**src/rtl/pc_pkg.sv**
```systemverilog
// Shared types and helpers for the fetch PC generator: next-PC source encoding
// and J-type target formation.
package pc_pkg;

    localparam int PC_STEP  = 4;
    localparam int MAX_XLEN = 64;

    // Listed in decreasing priority
    typedef enum logic [2:0] {
        NPC_REDIR,
        NPC_HOLD,
        NPC_JR,
        NPC_J,
        NPC_BR,
        NPC_SEQ
    } npc_src_e;

    // Keep the region bits of the sequential PC above the shifted jump field
    function automatic logic [MAX_XLEN-1:0] j_target(
        input logic [MAX_XLEN-1:0] seq_pc,
        input logic [MAX_XLEN-1:0] field,
        input int                  jaddr_w
    );
        logic [MAX_XLEN-1:0] low_mask;
        low_mask = (64'd1 << (jaddr_w + 2)) - 64'd1;
        return (seq_pc & ~low_mask) | ((field << 2) & low_mask);
    endfunction

endpackage

```
**src/rtl/pc_ras.sv**
```systemverilog
// Circular return-address stack: a push when full overwrites the oldest entry,
// and a pop when empty is ignored. The top of stack is read combinationally.
module pc_ras #(
    parameter int DEPTH = 4,
    parameter int XLEN  = 32
) (
    input  logic            clk,
    input  logic            rst,
    input  logic            push,
    input  logic            pop,
    input  logic [XLEN-1:0] push_data,
    output logic            valid,
    output logic [XLEN-1:0] top
);

    localparam int PTR_W = $clog2(DEPTH);
    localparam int CNT_W = $clog2(DEPTH + 1);

    logic [XLEN-1:0]  entries [DEPTH];
    logic [PTR_W-1:0] ptr_reg;
    logic [CNT_W-1:0] count_reg;
    logic [PTR_W-1:0] top_idx;
    logic             pop_ok;

    assign pop_ok  = pop && (count_reg != '0);
    assign top_idx = ptr_reg - PTR_W'(1);
    assign valid   = (count_reg != '0);
    assign top     = valid ? entries[top_idx] : '0;

    // The pointer wraps naturally because DEPTH is a power of two
    always_ff @(posedge clk or posedge rst) begin
        if (rst) begin
            ptr_reg   <= '0;
            count_reg <= '0;
        end else if (push) begin
            ptr_reg <= ptr_reg + PTR_W'(1);
            if (count_reg != CNT_W'(DEPTH))
                count_reg <= count_reg + CNT_W'(1);
        end else if (pop_ok) begin
            ptr_reg   <= ptr_reg - PTR_W'(1);
            count_reg <= count_reg - CNT_W'(1);
        end
    end

    // Storage has no reset; an empty stack is defined by count alone
    always_ff @(posedge clk) begin
        if (push)
            entries[ptr_reg] <= push_data;
    end

endmodule

```
**src/rtl/pc_gen_ras.sv**
```systemverilog
// Fetch PC register with prioritised next-PC selection and an optional
// return-address stack, enabled by defining PC_RAS_EN.
module pc_gen_ras
    import pc_pkg::*;
#(
    parameter int          XLEN      = 32,
    parameter int          JADDR_W   = 26,
    parameter logic [XLEN-1:0] RESET_VEC = '0,
    parameter int          RAS_DEPTH = 4
) (
    input  logic               clk,
    input  logic               rst,
    input  logic               redirect,
    input  logic [XLEN-1:0]    redirect_pc,
    input  logic               hold,
    input  logic               jump_reg,
    input  logic               is_ret,
    input  logic [XLEN-1:0]    tar_reg_addr,
    input  logic               jump,
    input  logic               link,
    input  logic [XLEN-1:0]    link_addr,
    input  logic [JADDR_W-1:0] tar_addr,
    input  logic               branch,
    input  logic [XLEN-1:0]    br_target,
    output logic [XLEN-1:0]    pc,
    output logic [XLEN-1:0]    pc_plus_4,
    output logic               ras_valid,
    output logic [XLEN-1:0]    ras_top
);

    logic [XLEN-1:0] pc_reg;
    logic [XLEN-1:0] j_pc;
    logic [XLEN-1:0] jr_pc;
    npc_src_e        npc_src;

    assign pc        = pc_reg;
    assign pc_plus_4 = pc_reg + XLEN'(PC_STEP);
    assign j_pc      = XLEN'(j_target(MAX_XLEN'(pc_plus_4), MAX_XLEN'(tar_addr), JADDR_W));
    // ras_valid is tied low when the stack is not built, so this falls back to tar_reg_addr
    assign jr_pc     = (is_ret && ras_valid) ? ras_top : tar_reg_addr;

    always_comb begin
        npc_src = NPC_SEQ;
        if (redirect)
            npc_src = NPC_REDIR;
        else if (hold)
            npc_src = NPC_HOLD;
        else if (jump_reg)
            npc_src = NPC_JR;
        else if (jump)
            npc_src = NPC_J;
        else if (branch)
            npc_src = NPC_BR;
    end

    always_ff @(posedge clk or posedge rst) begin
        if (rst) begin
            pc_reg <= RESET_VEC;
        end else begin
            case (npc_src)
                NPC_REDIR: pc_reg <= redirect_pc;
                NPC_HOLD:  pc_reg <= pc_reg;
                NPC_JR:    pc_reg <= jr_pc;
                NPC_J:     pc_reg <= j_pc;
                NPC_BR:    pc_reg <= br_target;
                default:   pc_reg <= pc_plus_4;
            endcase
        end
    end

`ifdef PC_RAS_EN
    logic ras_push;
    logic ras_pop;

    // Only the winning source may touch the stack
    assign ras_push = (npc_src == NPC_J)  && link;
    assign ras_pop  = (npc_src == NPC_JR) && is_ret;

    pc_ras #(
        .DEPTH (RAS_DEPTH),
        .XLEN  (XLEN)
    ) u_ras (
        .clk       (clk),
        .rst       (rst),
        .push      (ras_push),
        .pop       (ras_pop),
        .push_data (link_addr),
        .valid     (ras_valid),
        .top       (ras_top)
    );
`else
    localparam int unused_ras_depth = RAS_DEPTH;
    logic unused_ras_inputs;

    assign unused_ras_inputs = ^{link, link_addr};
    assign ras_valid         = 1'b0;
    assign ras_top           = '0;
`endif

endmodule

```
**config.mk**
```make
export PLATFORM = sky130hd
export DESIGN_NAME = pc_gen_ras
export DESIGN_NICKNAME = d
export VERILOG_FILES = /design/src/rtl/pc_pkg.sv /design/src/rtl/pc_ras.sv /design/src/rtl/pc_gen_ras.sv
export SDC_FILE = /design/constraint.sdc
export NUM_CORES = 1
export LEC_CHECK = 0
export BUFFER_PORTS_ARGS = -buffer_cell sky130_fd_sc_hd__buf_4
export CORE_ASPECT_RATIO = 0.6
export CORE_MARGIN = 2
export CORE_UTILIZATION = 41
export DETAILED_ROUTE_END_ITERATION = 12
export GPL_ROUTABILITY_DRIVEN = 0
export GPL_TIMING_DRIVEN = 0
export PLACE_DENSITY = 0.8
export SYNTH_ARGS = -nofsm -noshare
export SYNTH_HDL_FRONTEND = slang
export SYNTH_SLANG_ARGS = --single-unit
```
**constraint.sdc**
```tcl
create_clock -name clk -period 2.1 [get_ports clk]
set_input_delay 0.21 -clock clk [delete_from_list [all_inputs] [get_ports clk]]
set_output_delay 0.21 -clock clk [all_outputs]
set_load 0.01 [all_outputs]
```
==> impl_metrics.sql <==
INSERT INTO impl_metrics (metric_group, metric, value, unit) VALUES
('sta', 'grt_setup_unrepaired', 'yes', ''),
('global_route', 'grt_overflow', '0', ''),
('logic_synthesis', 'synthTopCellsByArea', 'sky130_fd_sc_hd__dfrtp_1 (23%), sky130_fd_sc_hd__buf_4 (7.7%), sky130_fd_sc_hd__a221oi_1 (4.9%), sky130_fd_sc_hd__a22oi_1 (4.4%), sky130_fd_sc_hd__xnor2_1 (4.3%)', ''),
('sta', 'sum_of_negative_setup_slack', '-1.18', 'ns'),
('power_and_ir_drop', 'leakage', '2.87', 'nW'),
('layout', 'design_area', '5920', 'µm²'),
('worst_setup_path', 'worst_ep_arrival_time', '2.16', 'ns'),
('power_and_ir_drop', 'pwr-share-comb', '46.1', '%'),
('floorplanning', 'die_area', '9130', 'µm²'),
('floorplanning', 'ios', '260', ''),
('logic_synthesis', 'async_reset_ff_share', '100', '%'),
('placement', 'pre_cts_slack', '-0.262', 'ns'),
('logic_synthesis', 'yosysSeqAreaShare', '23.4', '%'),
('global_route', 'maximum_number_of_pins_on_one_net_before_global_route_repair', '33', ''),
('layout', 'layout-area-overhead-vs-synth', '72.7', '%'),
('detailed_routing', 'first_pass_iters', '9', ''),
('power_and_ir_drop', 'vdd_ir_drop_max', '333', 'µV'),
('power_and_ir_drop', 'switching_share', '36.8', '%'),
('logic_synthesis', 'netlist-cell-type-count', '61', ''),
('worst_setup_path', 'crit_slowest_cell', 'sky130_fd_sc_hd__or4_4', ''),
('worst_setup_path', 'critical_path_buf_inv_count', '1', ''),
('job', 'timing.max_cap.violations', '0', ''),
('detailed_routing', 'avg_vias_per_cell', '6.17', ''),
('worst_setup_path', 'critical-path-max-stage-delay', '0.61', 'ns'),
('layout', 'regArea', '820', 'µm²'),
('logic_synthesis', 'synth_top_cell_by_area', 'sky130_fd_sc_hd__dfrtp_1', ''),
('worst_setup_path', 'r2r-start', 'pc[16]$_DFFE_PP0P_', ''),
('sta', 'final_critical_path_setup_slack', '-0.271', 'ns'),
('placement', 'placed_cell_area', '5110', 'µm²'),
('global_route', 'first_global_vias', '4306', ''),
('global_route', 'grt_antenna_before_repair', '0', ''),
('placement', 'placedCellCount', '773', ''),
('sta', 'timing.final.setup_violations', '11', ''),
('clock_network', 'clock_sinks', '32', ''),
('clock_network', 'clock_latency', '0.29', 'ns'),
('floorplanning', 'core_area', '7980', 'µm²'),
('clock_network', 'postCtsHoldBufs', '0', ''),
('power_and_ir_drop', 'power_report.internal_total', '2.04', 'mW'),
('sta', 'slew_viol_final', '0', ''),
('layout', 'largest_reg_flops', '32', ''),
('logic_synthesis', 'postSynthRegisterBits', '32', ''),
('layout', 'finalNetCount', '877', ''),
('detailed_routing', 'first_iter_violations', '731', ''),
('sta', 'tightestPinTransition', '0.847', 'ns'),
('worst_setup_path', 'crit_type', 'reg2out', ''),
('power_and_ir_drop', 'clock_network_fraction_of_total_power', '26.9', '%'),
('placement', 'portBuffers', '190', ''),
('detailed_routing', 'detail_route.wirelength', '17500', 'µm'),
('clock_network', 'cts_buffers', '5', ''),
('worst_setup_path', 'cp_data_required_time', '1.89', 'ns'),
('worst_setup_path', 'cp_max_fo', '8', ''),
('detailed_routing', 'drt-wirelength-per-cell', '21.2', 'µm'),
('global_route', 'grt_usage', '34.2', '%'),
('placement', 'dp.final_hpwl', '12200', 'µm'),
('floorplanning', 'num_rows', '25', ''),
('status', 'failed_checks', 'negative setup slack', ''),
('min_path', 'hold_path.class', 'in2async', ''),
('logic_synthesis', 'synth_cells', '443', ''),
('worst_setup_path', 'worstRegToRegCells', '6', ''),
('floorplanning', 'die_height', '74.8', 'µm'),
('logic_synthesis', 'netlist.area_leader.share', '23.4', '%'),
('status', 'run_status', 'complete, but fails checks', ''),
('sta', 'final_hold_viol_count', '0', ''),
('floorplanning', 'initial_utilization', '42.9', '%'),
('clock_network', 'clock_edge_transition_at_the_registers_on_the_reported_setup_and_hold_paths', '0.06', 'ns'),
('worst_setup_path', 'cp-start-kind', 'flip-flop', ''),
('detailed_routing', 'detailroute.via_count', '5068', ''),
('logic_synthesis', 'post_synth_instance_area', '3430', 'µm²'),
('power_and_ir_drop', 'netSwitchingPower', '1.19', 'mW'),
('worst_setup_path', 'timing.critical_path.to_type', 'output pin', ''),
('logic_synthesis', 'synth_area_per_cell', '7.73', 'µm²');
==> routing by layer <==
metal  global-route usage [%]  vias to the layer above  part of all wire, %
met4                     9.71                        0                  3.5
met3                     10.9                       86                   15
met2                     51.5                      460                   43
met1                     47.5                     2379                   39
li1                         -                     2143                    -
met5                        0                        -                    0
==> worst max path at each step <==
stage / from / end / slack, ns / depth (start not counted)
after detailed placement: pc[2]$_DFFE_PP0P_ / pc_plus_4[30] / -0.26 / 6
after global routing: pc[8]$_DFFE_PP0P_ / pc_plus_4[31] / -0.28 / 5
after global placement: pc[2]$_DFFE_PP0P_ / pc_plus_4[30] / -0.25 / 6
after CTS: pc[6]$_DFFE_PP0P_ / pc_plus_4[31] / -0.28 / 6
after floorplan: pc[3]$_DFFE_PP0P_ / pc_plus_4[30] / 0.04 / 5
final: pc[16]$_DFFE_PP0P_ / pc_plus_4[31] / -0.27 / 5
==> worst register-to-register path: cells and delay by family (launching register included) <==
family          cells  cell delay (ns)
simple gates        3             1.06
compound gates      1             0.07
flops               1             0.47
buf+inv             1             0.18
mux                 1             0.17
==> power groups by stage <==
| stage | Sequential, mW | Combinational (mW) | Clock (mW) |
|---|---|---|---|
| final | 0.872 | 1.49 | 0.868 |
| after floorplan | 0.841 | 0.592 | 0 |
| after detailed placement | 0.828 | 1.24 | 0 |
| after global routing | 0.880 | 1.56 | 0.895 |
| after global placement | 0.822 | 1.22 | 0 |
| after CTS | 0.848 | 1.29 | 0.855 |
==> cell usage after synthesis (4+ instances only) <==
master                     count
sky130_fd_sc_hd__nand2_1      36
sky130_fd_sc_hd__buf_4        35
sky130_fd_sc_hd__dfrtp_1      32
sky130_fd_sc_hd__nor2_1       32
sky130_fd_sc_hd__a21oi_1      24
sky130_fd_sc_hd__o21ai_0      24
sky130_fd_sc_hd__clkbuf_1     23
sky130_fd_sc_hd__a22oi_1      20
sky130_fd_sc_hd__a221oi_1     19
sky130_fd_sc_hd__xnor2_1      17
sky130_fd_sc_hd__nand3_1      15
sky130_fd_sc_hd__nor3_1       15
sky130_fd_sc_hd__buf_2        14
sky130_fd_sc_hd__nand4_1      12
sky130_fd_sc_hd__xor2_1       11
sky130_fd_sc_hd__inv_1         8
sky130_fd_sc_hd__nor2b_1       7
sky130_fd_sc_hd__and2_1        6
sky130_fd_sc_hd__and3_1        6
sky130_fd_sc_hd__mux2i_1       6
sky130_fd_sc_hd__nand2b_1      6
sky130_fd_sc_hd__a222oi_1      5
sky130_fd_sc_hd__o21a_1        5
sky130_fd_sc_hd__a22o_1        4
sky130_fd_sc_hd__and4_1        4
sky130_fd_sc_hd__nor4_1        4
==> timing repair <==
action                     in CTS  in global routing
cloned                          0                  0
pin swaps                      11                 22
setup endpoints to repair      26                 27
gates resized for setup        38                 55
buffers inserted               18                 30
==> layout make-up <==
cell class | instances | area share, %
plain buffers | 67 | 7.44
clock buffers | 5 | 2.11
clock inverters | 3 | 0.719
inverters | 8 | 0.508
multi-input cells | 363 | 42.6
flip-flops and latches | 32 | 13.9
well taps | 108 | 2.28
repair buffers | 236 | 30.5
==> cell usage in the layout (no fill, tap or decap), drive strengths merged, types with 14 or more instances in the layout <==
cell type	count
buf	283
xnor2	17
conb	33
nor2	32
nand3	15
clkbuf	25
nand2	36
dfrtp	32
o21ai	26
a22oi	20
nor3	16
nand4	14
a21oi	24
a221oi	19
==> stage by stage <==
step                      utilization [%]  hold WS [ns]  total power, mW
after global placement               64.0         0.447             2.04
after CTS                            69.2         0.159             3.00
final                                74.2        0.0560             3.23
after detailed placement             64.0         0.448             2.07
after floorplan                         -         0.326             1.43
after global routing                 74.2         0.123             3.34
==> cell families (layout without fill, tap and decap cells) <==
family | count (synthesis) | after routing | synth area share (%)
and+or+nand+nor | 161 | 161 | 26.7
AOI/OAI and AO/OA | 134 | 134 | 27.4
buffers and inverters | 80 | 319 | 13.1
DFF | 32 | 32 | 23.4
xor gates and xnor gates | 28 | 28 | 7.16
muxes | 6 | 6 | 1.75
adders and majority gates | 1 | 1 | 0.365
other | 1 | 33 | 0.109
No activity file was read; power rests on OpenSTA's default activity.
